### config.mk
export PLATFORM = sky130hd
export DESIGN_NAME = mole_game_engine
export DESIGN_NICKNAME = d
export VERILOG_FILES = /design/src/rtl/mole_game_engine.sv
export SDC_FILE = /design/constraint.sdc
export NUM_CORES = 1
export LEC_CHECK = 0
export BUFFER_PORTS_ARGS = -buffer_cell sky130_fd_sc_hd__buf_2
export CAP_MARGIN = 20
export CORE_ASPECT_RATIO = 1.75
export CORE_MARGIN = 1.5
export CORE_UTILIZATION = 40
export CTS_CLUSTER_SIZE = 8
export DETAILED_ROUTE_END_ITERATION = 8
export SYNTH_ARGS = -nofsm -noshare
export SYNTH_HDL_FRONTEND = slang
export SYNTH_SLANG_ARGS = --single-unit
### constraint.sdc
create_clock -name clk -period 4.85 [get_ports clk]
set_clock_uncertainty 0.15 [all_clocks]
set_input_delay 0.485 -clock clk [delete_from_list [all_inputs] [get_ports clk]]
set_output_delay 0.485 -clock clk [all_outputs]
set_load 0.1 [all_outputs]
### src/rtl/mole_game_engine.sv
// Whack-a-mole game core: N_MOLES holes, bounded concurrent moles, per-hole lifetimes, round timer.
// Optional build macro MOLE_MISS_PENALTY_EN: strikes on unlit holes cost one point each.
module mole_game_engine #(
    parameter int N_MOLES     = 9,
    parameter int MAX_ACTIVE  = 3,
    parameter int CLKS_PER_MS = 50000,
    parameter int LIFE_MS     = 1600,
    parameter int SPAWN_MS    = 800,
    parameter int GAME_S      = 60,
    parameter int SCORE_W     = 16,
    parameter int RNG_W       = 11
) (
    input  logic               clk,
    input  logic               reset,
    input  logic               start,
    input  logic [1:0]         difficulty,
    input  logic [N_MOLES-1:0] whack,
    input  logic [RNG_W-1:0]   random_value,
    output logic [N_MOLES-1:0] mole_positions,
    output logic [SCORE_W-1:0] score,
    output logic [7:0]         time_left,
    output logic [1:0]         game_state
);

    function automatic int at_least_one(input int v);
        return (v < 1) ? 1 : v;
    endfunction

    localparam int IDX_W   = $clog2(N_MOLES);
    localparam int CNT_W   = $clog2(N_MOLES + 1);
    localparam int PRE_W   = (CLKS_PER_MS > 1) ? $clog2(CLKS_PER_MS) : 1;
    localparam int LIFE_W  = $clog2(LIFE_MS + 1);
    localparam int SPAWN_W = $clog2(SPAWN_MS + 1);
    localparam int SUM_W   = ((SCORE_W > CNT_W) ? SCORE_W : CNT_W) + 2;

    localparam logic [PRE_W-1:0]  PRE_LAST  = PRE_W'(CLKS_PER_MS - 1);
    localparam logic [IDX_W:0]    N_LIM     = (IDX_W + 1)'(N_MOLES);
    localparam logic [CNT_W-1:0]  ACT_LIM   = CNT_W'(MAX_ACTIVE);
    localparam logic [SUM_W-1:0]  SCORE_MAX = SUM_W'((64'd1 << SCORE_W) - 64'd1);

    typedef enum logic [1:0] {
        ST_IDLE = 2'd0,
        ST_PLAY = 2'd1,
        ST_OVER = 2'd2
    } state_t;

    state_t               state_q, state_d;
    logic [1:0]           diff_q, diff_d;
    logic [PRE_W-1:0]     pre_q, pre_d;
    logic [9:0]           msec_q, msec_d;
    logic [7:0]           time_q, time_d;
    logic [SPAWN_W-1:0]   spawn_q, spawn_d;
    logic [N_MOLES-1:0]   mole_q, mole_d;
    logic [LIFE_W-1:0]    life_q [N_MOLES];
    logic [LIFE_W-1:0]    life_d [N_MOLES];
    logic [SCORE_W-1:0]   score_q, score_d;
    logic [N_MOLES-1:0]   sync1_q, sync2_q, prev_q;

    logic [N_MOLES-1:0]   strike;
    logic [IDX_W-1:0]     idx;
    logic                 idx_ok;
    logic                 ms_tick;
    logic                 spawn_fire;
    logic [SPAWN_W-1:0]   spawn_int;
    logic [LIFE_W-1:0]    life_int;
    logic [CNT_W-1:0]     hit_cnt;
    logic [CNT_W-1:0]     active_cnt;
    logic [SUM_W-1:0]     score_sum;
    logic [SCORE_W-1:0]   score_next;
`ifdef MOLE_MISS_PENALTY_EN
    logic [CNT_W-1:0]     miss_cnt;
`endif

    // Only the low index bits pick a hole; the rest of the RNG word is deliberately dropped.
    generate
        if (RNG_W > IDX_W) begin : g_rng_hi
            logic unused_rng_hi;
            assign unused_rng_hi = ^random_value[RNG_W-1:IDX_W];
        end
    endgenerate

    assign strike     = sync2_q ^ prev_q;
    assign idx        = random_value[IDX_W-1:0];
    assign idx_ok     = ({1'b0, idx} < N_LIM);
    assign spawn_fire = (spawn_q == spawn_int - 1'b1);

    always_comb begin
        spawn_int = SPAWN_W'(at_least_one(SPAWN_MS));
        life_int  = LIFE_W'(at_least_one(LIFE_MS));
        case (diff_q)
            2'd1: begin
                spawn_int = SPAWN_W'(at_least_one(SPAWN_MS >> 1));
                life_int  = LIFE_W'(at_least_one(LIFE_MS >> 1));
            end
            2'd2: begin
                spawn_int = SPAWN_W'(at_least_one(SPAWN_MS >> 2));
                life_int  = LIFE_W'(at_least_one(LIFE_MS >> 2));
            end
            2'd3: begin
                spawn_int = SPAWN_W'(at_least_one(SPAWN_MS >> 3));
                life_int  = LIFE_W'(at_least_one(LIFE_MS >> 3));
            end
            default: ;
        endcase
    end

    // Hits and misses are judged against the registered mole map, before spawn/expiry.
    always_comb begin
        hit_cnt    = '0;
        active_cnt = '0;
`ifdef MOLE_MISS_PENALTY_EN
        miss_cnt   = '0;
`endif
        for (int i = 0; i < N_MOLES; i++) begin
            hit_cnt    = hit_cnt + CNT_W'(strike[i] & mole_q[i]);
            active_cnt = active_cnt + CNT_W'(mole_q[i]);
`ifdef MOLE_MISS_PENALTY_EN
            miss_cnt   = miss_cnt + CNT_W'(strike[i] & ~mole_q[i]);
`endif
        end
        score_sum = SUM_W'(score_q) + SUM_W'(hit_cnt);
`ifdef MOLE_MISS_PENALTY_EN
        if (score_sum < SUM_W'(miss_cnt)) begin
            score_sum = '0;
        end else begin
            score_sum = score_sum - SUM_W'(miss_cnt);
        end
`endif
        if (score_sum > SCORE_MAX) begin
            score_sum = SCORE_MAX;
        end
        score_next = score_sum[SCORE_W-1:0];
    end

    always_comb begin
        state_d = state_q;
        diff_d  = diff_q;
        pre_d   = pre_q;
        msec_d  = msec_q;
        time_d  = time_q;
        spawn_d = spawn_q;
        mole_d  = mole_q;
        life_d  = life_q;
        score_d = score_q;
        ms_tick = 1'b0;

        if (state_q == ST_PLAY) begin
            if (time_q == 8'd0) begin
                state_d = ST_OVER;
                mole_d  = '0;
                for (int i = 0; i < N_MOLES; i++) life_d[i] = '0;
            end else begin
                ms_tick = (pre_q == PRE_LAST);
                pre_d   = ms_tick ? '0 : pre_q + 1'b1;
                score_d = score_next;
                if (ms_tick) begin
                    if (msec_q == 10'd999) begin
                        msec_d = '0;
                        time_d = time_q - 8'd1;
                    end else begin
                        msec_d = msec_q + 10'd1;
                    end
                    spawn_d = spawn_fire ? '0 : spawn_q + 1'b1;
                end
                for (int i = 0; i < N_MOLES; i++) begin
                    if (mole_q[i]) begin
                        if (strike[i] || (ms_tick && life_q[i] <= LIFE_W'(1))) begin
                            mole_d[i] = 1'b0;
                            life_d[i] = '0;
                        end else if (ms_tick) begin
                            life_d[i] = life_q[i] - 1'b1;
                        end
                    end
                end
                if (ms_tick && spawn_fire && idx_ok && !mole_q[idx] && (active_cnt < ACT_LIM)) begin
                    mole_d[idx] = 1'b1;
                    life_d[idx] = life_int;
                end
            end
        end

        // A start pulse overrides every other update, in any state.
        if (start) begin
            state_d = ST_PLAY;
            diff_d  = difficulty;
            pre_d   = '0;
            msec_d  = '0;
            time_d  = 8'(GAME_S);
            spawn_d = '0;
            mole_d  = '0;
            score_d = '0;
            for (int i = 0; i < N_MOLES; i++) life_d[i] = '0;
        end
    end

    always_ff @(posedge clk or negedge reset) begin
        if (!reset) begin
            state_q <= ST_IDLE;
            diff_q  <= '0;
            pre_q   <= '0;
            msec_q  <= '0;
            time_q  <= '0;
            spawn_q <= '0;
            mole_q  <= '0;
            score_q <= '0;
            sync1_q <= '0;
            sync2_q <= '0;
            prev_q  <= '0;
            for (int i = 0; i < N_MOLES; i++) life_q[i] <= '0;
        end else begin
            state_q <= state_d;
            diff_q  <= diff_d;
            pre_q   <= pre_d;
            msec_q  <= msec_d;
            time_q  <= time_d;
            spawn_q <= spawn_d;
            mole_q  <= mole_d;
            score_q <= score_d;
            sync1_q <= whack;
            sync2_q <= sync1_q;
            prev_q  <= sync2_q;
            for (int i = 0; i < N_MOLES; i++) life_q[i] <= life_d[i];
        end
    end

    assign mole_positions = mole_q;
    assign score          = score_q;
    assign time_left      = time_q;
    assign game_state     = state_q;

endmodule

Yosys cells after proc, flatten, opt, wreduce, memory -nomap -nowiden
Cells that the tools add are included.

word-level totals
  bits of input ports = 25
  word-level logic and storage cells = 245
  output and inout port bits = 35
  bits in registers = 199

cells by class
  magnitude comparators = 16
  add/sub/neg operators = 31
  reductions and logical operators = 34
  bitwise gates (word level) = 12
  equality and inequality tests = 8
  multiplexer cells = 124

operators by type and width
  kind                                                                               count
  11-bit two-way mux                                                                 46
  99-bit two-way mux                                                                 4
  16-bit two-way mux                                                                 8
  10-bit two-way mux                                                                 10
  99-bit bitwise mux                                                                 1
  11-bit by 1-bit less-or-equal comparator with 1-bit output, second input constant  9
  11-bit by 1-bit subtractor with 11-bit output, second input constant               9
  11-bit demux with 4-bit select                                                     1
  4-bit by 1-bit adder with 4-bit output                                             10
  8-bit two-way mux                                                                  5
  1-bit two-way mux                                                                  38
  9-bit two-way mux                                                                  4
  11-bit case mux with 3 select lines                                                1
  10-bit case mux with 3 select lines                                                1
  10-bit by 1-bit adder with 10-bit output, second input constant                    2
  16-bit by 4-bit adder with 17-bit output                                           1
  17-bit by 16-bit greater-than comparator with 1-bit output, second input constant  1
  16-bit by 1-bit adder with 16-bit output, second input constant                    1
  16-bit equality test, second input constant                                        1
  1-bit logical AND                                                                  15
  10-bit equality test                                                               1
  10-bit equality test, second input constant                                        1
  10-bit by 1-bit subtractor with 10-bit output, second input constant               1
  1-bit AND                                                                          9
  other kinds (26)                                                                   45

Longest topological paths before layout
  depth after elaboration = 16
  mapped depth = 18
  depth with buffers taken out = 17

Least setup slack after synthesis
OpenSTA, ideal clock, no wires.

  path type = reg2reg
  start = reg mole_q[0], in the netlist mole_positions[0]
  end = reg life_q[25] (netlist name)
  cell stages (with the launch flop) = 15
  arrival time = 4.981 ns
  setup slack = -0.417 ns
  period minus slack after synthesis = 5.267 ns
  cells stage by stage = dfrtp_1 fa_1 inv_1 fa_1 fa_1 fa_1 inv_1 fa_1 a221o_1 or4_1 or2_1 buf_6 buf_6 o311ai_4 o221ai_2

on the way
  longest elaborated chain between the ends = 14
  elaborated cells on any way between the ends = 18
  classes of those cells = add/sub (8); order compare (1); mux (6); reduce/logical (3)

RTL lines
  item                                                 RTL line  RTL
  from (decl)                                          53        logic [N_MOLES-1:0] mole_q, mole_d;
  from (signal assigned)                               217       mole_q <= mole_d;
  1-bit by 1-bit adder with 2-bit output               116       active_cnt = active_cnt + CNT_W'(mole_q[i]);
  2-bit by 1-bit adder with 3-bit output               116
  3-bit by 1-bit adder with 4-bit output               116
  4-bit by 1-bit adder with 4-bit output (5 in a row)  116
  4-bit by 2-bit < comparator with 1-bit output        175       if (ms_tick && spawn_fire && idx_ok && !mole_q[idx] && (active_cnt < ACT_LIM)) begin
  1-bit logical AND *                                  175
  99-bit two-way mux *                                 175
  99-bit two-way mux *                                 148       if (time_q == 8'd0) begin
  99-bit two-way mux *                                 147       if (state_q == ST_PLAY) begin
  99-bit two-way mux *                                 183       if (start) begin
  to (decl)                                            54        logic [LIFE_W-1:0] life_q [N_MOLES];

Mark *: on every way between the ends. The rest lies on a longest branch, timed or not. The select of a mux whose other input is x is not followed.
A chain may end at the register's enable or synchronous reset.

Worst setup path after layout
  start = reg mole_q[1], in the netlist mole_positions[1]
  end = reg life_q[25] (netlist name)

Same word-level chain as after synthesis.

==> metrics.txt <==
post-route minimum period 4.85 ns; layout cells sized above 1 13.7%; Mapped Avg Cell Area 8.97 um^2; synthesized area 12100 um^2; post-synthesis sequential area ratio 41.2%; final hold viol count 23; GR peak layer met2; slowest CP cell fa_1; register area 4990 um^2; failing checks hold timing; Critical Setup Path Class reg -> reg; Die X 134 um; grt ovf 0; launching point of the worst reg2reg path mole_positions[1]; GP Congestion 0.891; Synth Warn # 0; Clock power frac 43.4%; Final #Nets 1507; flops & latches, synth 199; row cnt 84; IO buf count 52; wire per inst 19.8 um; Final Max Tran Viols 0; CTS buffer count 17; Worst path max stage delay 0.53 ns; setup violators final 0; DPL Wire Length 26700 um; sw power 829 uW; worst hold path type in -> async; Combinational Power Share 7.0%; Final Non-Filler Cells 1835; Die Span Y 233 um; Final period util 99.9%; largest net degree at the start of global routing 103; Core ar. 30000 um^2; grt met2 use 42.9%; Synth Instances 1349; Via density 6.04; critical path's most frequent cell fa_1; Clk pin slew, worst setup/hold paths 0.07 ns; Slew @ Worst Pin 0.877 ns; antenna violations before repair 2; overall power 3400 uW; Root Buffer Master clkbuf_16; Fmax 206 MHz; sw frac 24.4%; die area 31300 um^2; CP Launch Point mole_positions[1]; dpl ws -0.0239 ns; Internal 2570 uW; synth top area cells dfrtp_1 (41%), nand2_1 (3.9%), ha_1 (3.8%), o21ai_0 (3.8%), nor2_1 (3.6%); Crit. End Element flop; slew margin rel. 41.4%; via count 11100; status finished with violations; PD cells 245 nW/um^2; Yosys top cell area share 41.2%; Total Wirelength 36400 um; CTS tree done; max-cap viol count 0; placed cell count 1791; Worst Slack Setup Final 0.00450 ns; DR pass1 iterations 5; Initial Utilization 40.4%; worst hold slack -0.0215 ns; Layout area overhead 14.6%; Post-route DRC 0; Total Neg Setup Slack 0 ns; first-pass GRT wire length 58800 um; area occupied by multi-input gates 6740 um^2; Post-synth EDFFs 0; VDD IR max 0.255 mV; number of global-route vias before repair 11200; Async SR Flop Fraction 100%; RSZ-0062 raised after global routing yes; clk sinks 199; CP max FO 6; top_reg_cell synth dfrtp_1; Flop pwr share 49.6%; CTS H-tree lvls 4; met3 Use GR 3.71%; ANT nets after route 0; CP Cell Sequence fa_1 -> inv_1 -> fa_1 -> fa_1 -> fa_2 -> inv_2 -> fa_1 -> a221o_1 -> or4_4 -> or2_4 -> buf_4 -> o311ai_4 -> o221ai_2; CTS Buffer Depth 2; Synth area leader dfrtp_1; WP data arrival 5.02 ns; initial drt markers 668; GR Util All Layers 24.1%; syn_nets 1422; CP Launch Type flop; Worst Path Required 5.02 ns; met1 GRT Util 26.5%; Static Leak 0.00614 uW; post-synth cell types 82; I/O pin count 60; Fill cells 2917; clk_lat worst skew 0.47 ns
registers in the layout (all words and copies together) (netlist names), 9 cells and up:
name            count
sync2_q             9
life_q             99
score              16
prev_q              9
mole_positions      9
pre_q              16
msec_q             10
sync1_q             9
spawn_q            10
layout by cell type (no fill, tap or decap), types with 18 or more instances in the layout:
cell type and n:
ha_1 37, nor3_1 53, buf_4 61, o21ai_0 88, dfrtp_1 192, inv_1 57, nor2_1 113, buf_2 51
o211ai_1 21, nand3_1 60, nand2_1 127, and3_1 18, xor2_1 34, a21oi_1 53, or3_1 22, nand4_1 23
nor4_1 34
synth_stat cells, types with 23 or more instances:
cell type,n
nor4_1,34
ha_1,37
a21oi_1,53
nand4_1,23
nor3_1,53
o21ai_0,92
dfrtp_1,199
nand3_1,60
xor2_1,34
clkbuf_1,45
nor2_1,116
nand2_1,127
inv_1,58
final cells by class:
type                       count  area share (%)
antenna                        1          0.0181
clock buffer                  25            3.65
clock inverter                 7           0.668
inverter                      58            1.57
multi-input combinational   1035            48.6
sequential                   199            36.0
tap                          387            3.49
timing repair buffer         123            5.98
path summary, 6_finish.rpt:
check,end,slack (ns),cells past startpoint
worst max-delay path,life_q[25],0.004,13
worst min-delay path,life_q[2],-0.02,1
worst max register to register,life_q[25],0.004,13
worst min register to register,sync2_q[2],0.20,0
max in group asynchronous,msec_q[4],3.47,2
min in group clk,diff_q[0],0.11,3
power groups by stage:
stage               Clock (uW)  Combinational [uW]  Sequential, uW
finish                    1480                 240            1690
global route              1560                 263            1690
CTS                       1510                 239            1690
detailed placement           0                 232            1720
global placement             0                 230            1720
floorplan                    0                 111            1720
cell families (layout without fill, tap and decap cells):
group / count (synthesis) / count (layout) / share of synthesized area (%)
buffers and inverters: 116 / 213 / 3.79
other: 0 / 1 / 0
AO/OA/AOI/OAI: 349 / 349 / 19.6
multiplexers: 11 / 11 / 1.13
AND/OR/NAND/NOR: 576 / 577 / 25.1
flip-flops: 199 / 199 / 41.2
adder cells (fa/ha/maj): 48 / 48 / 5.65
XOR/XNOR: 50 / 50 / 3.62
metrics by stage:
| stage | util [%] | hold WS, ns | cell area, um^2 |
|---|---|---|---|
| 2_1_floorplan | - | 0.0394 | 12100 |
| 3_3_place_gp | 43.7 | 0.182 | 13100 |
| 3_5_place_dp | 43.7 | 0.186 | 13100 |
| 4_1_cts | 46.1 | 0.0167 | 13800 |
| 5_1_grt | 46.3 | 0.0280 | 13900 |
| 6_report | 46.3 | -0.0215 | 13900 |
metal layers:
metal | up-vias | share of wire [%]
met1 | 5434 | 38
met2 | 347 | 51
li1 | 5188 | -
met3 | 119 | 4.4
met4 | 2 | 6.0
met5 | - | 0.036
critical path, delay by kind of cell (launching register included):
family	cells	cell delay, ns
adder cells (fa/ha/maj)	5	2.30
buffers and inverters	3	0.28
AO/OA/AOI/OAI	3	0.72
AND/OR/NAND/NOR	2	0.77
flip-flops	1	0.48
repair_timing:
action	4_1_cts	5_1_grt
pin swaps	0	7
hold buffers	9	0
cloned	0	1
setup buffers	0	1
resized for setup	1	16
endpoints found under the setup margin	7	48
hold endpoints to repair	9	0
No activity file was read; power rests on OpenSTA's default activity.
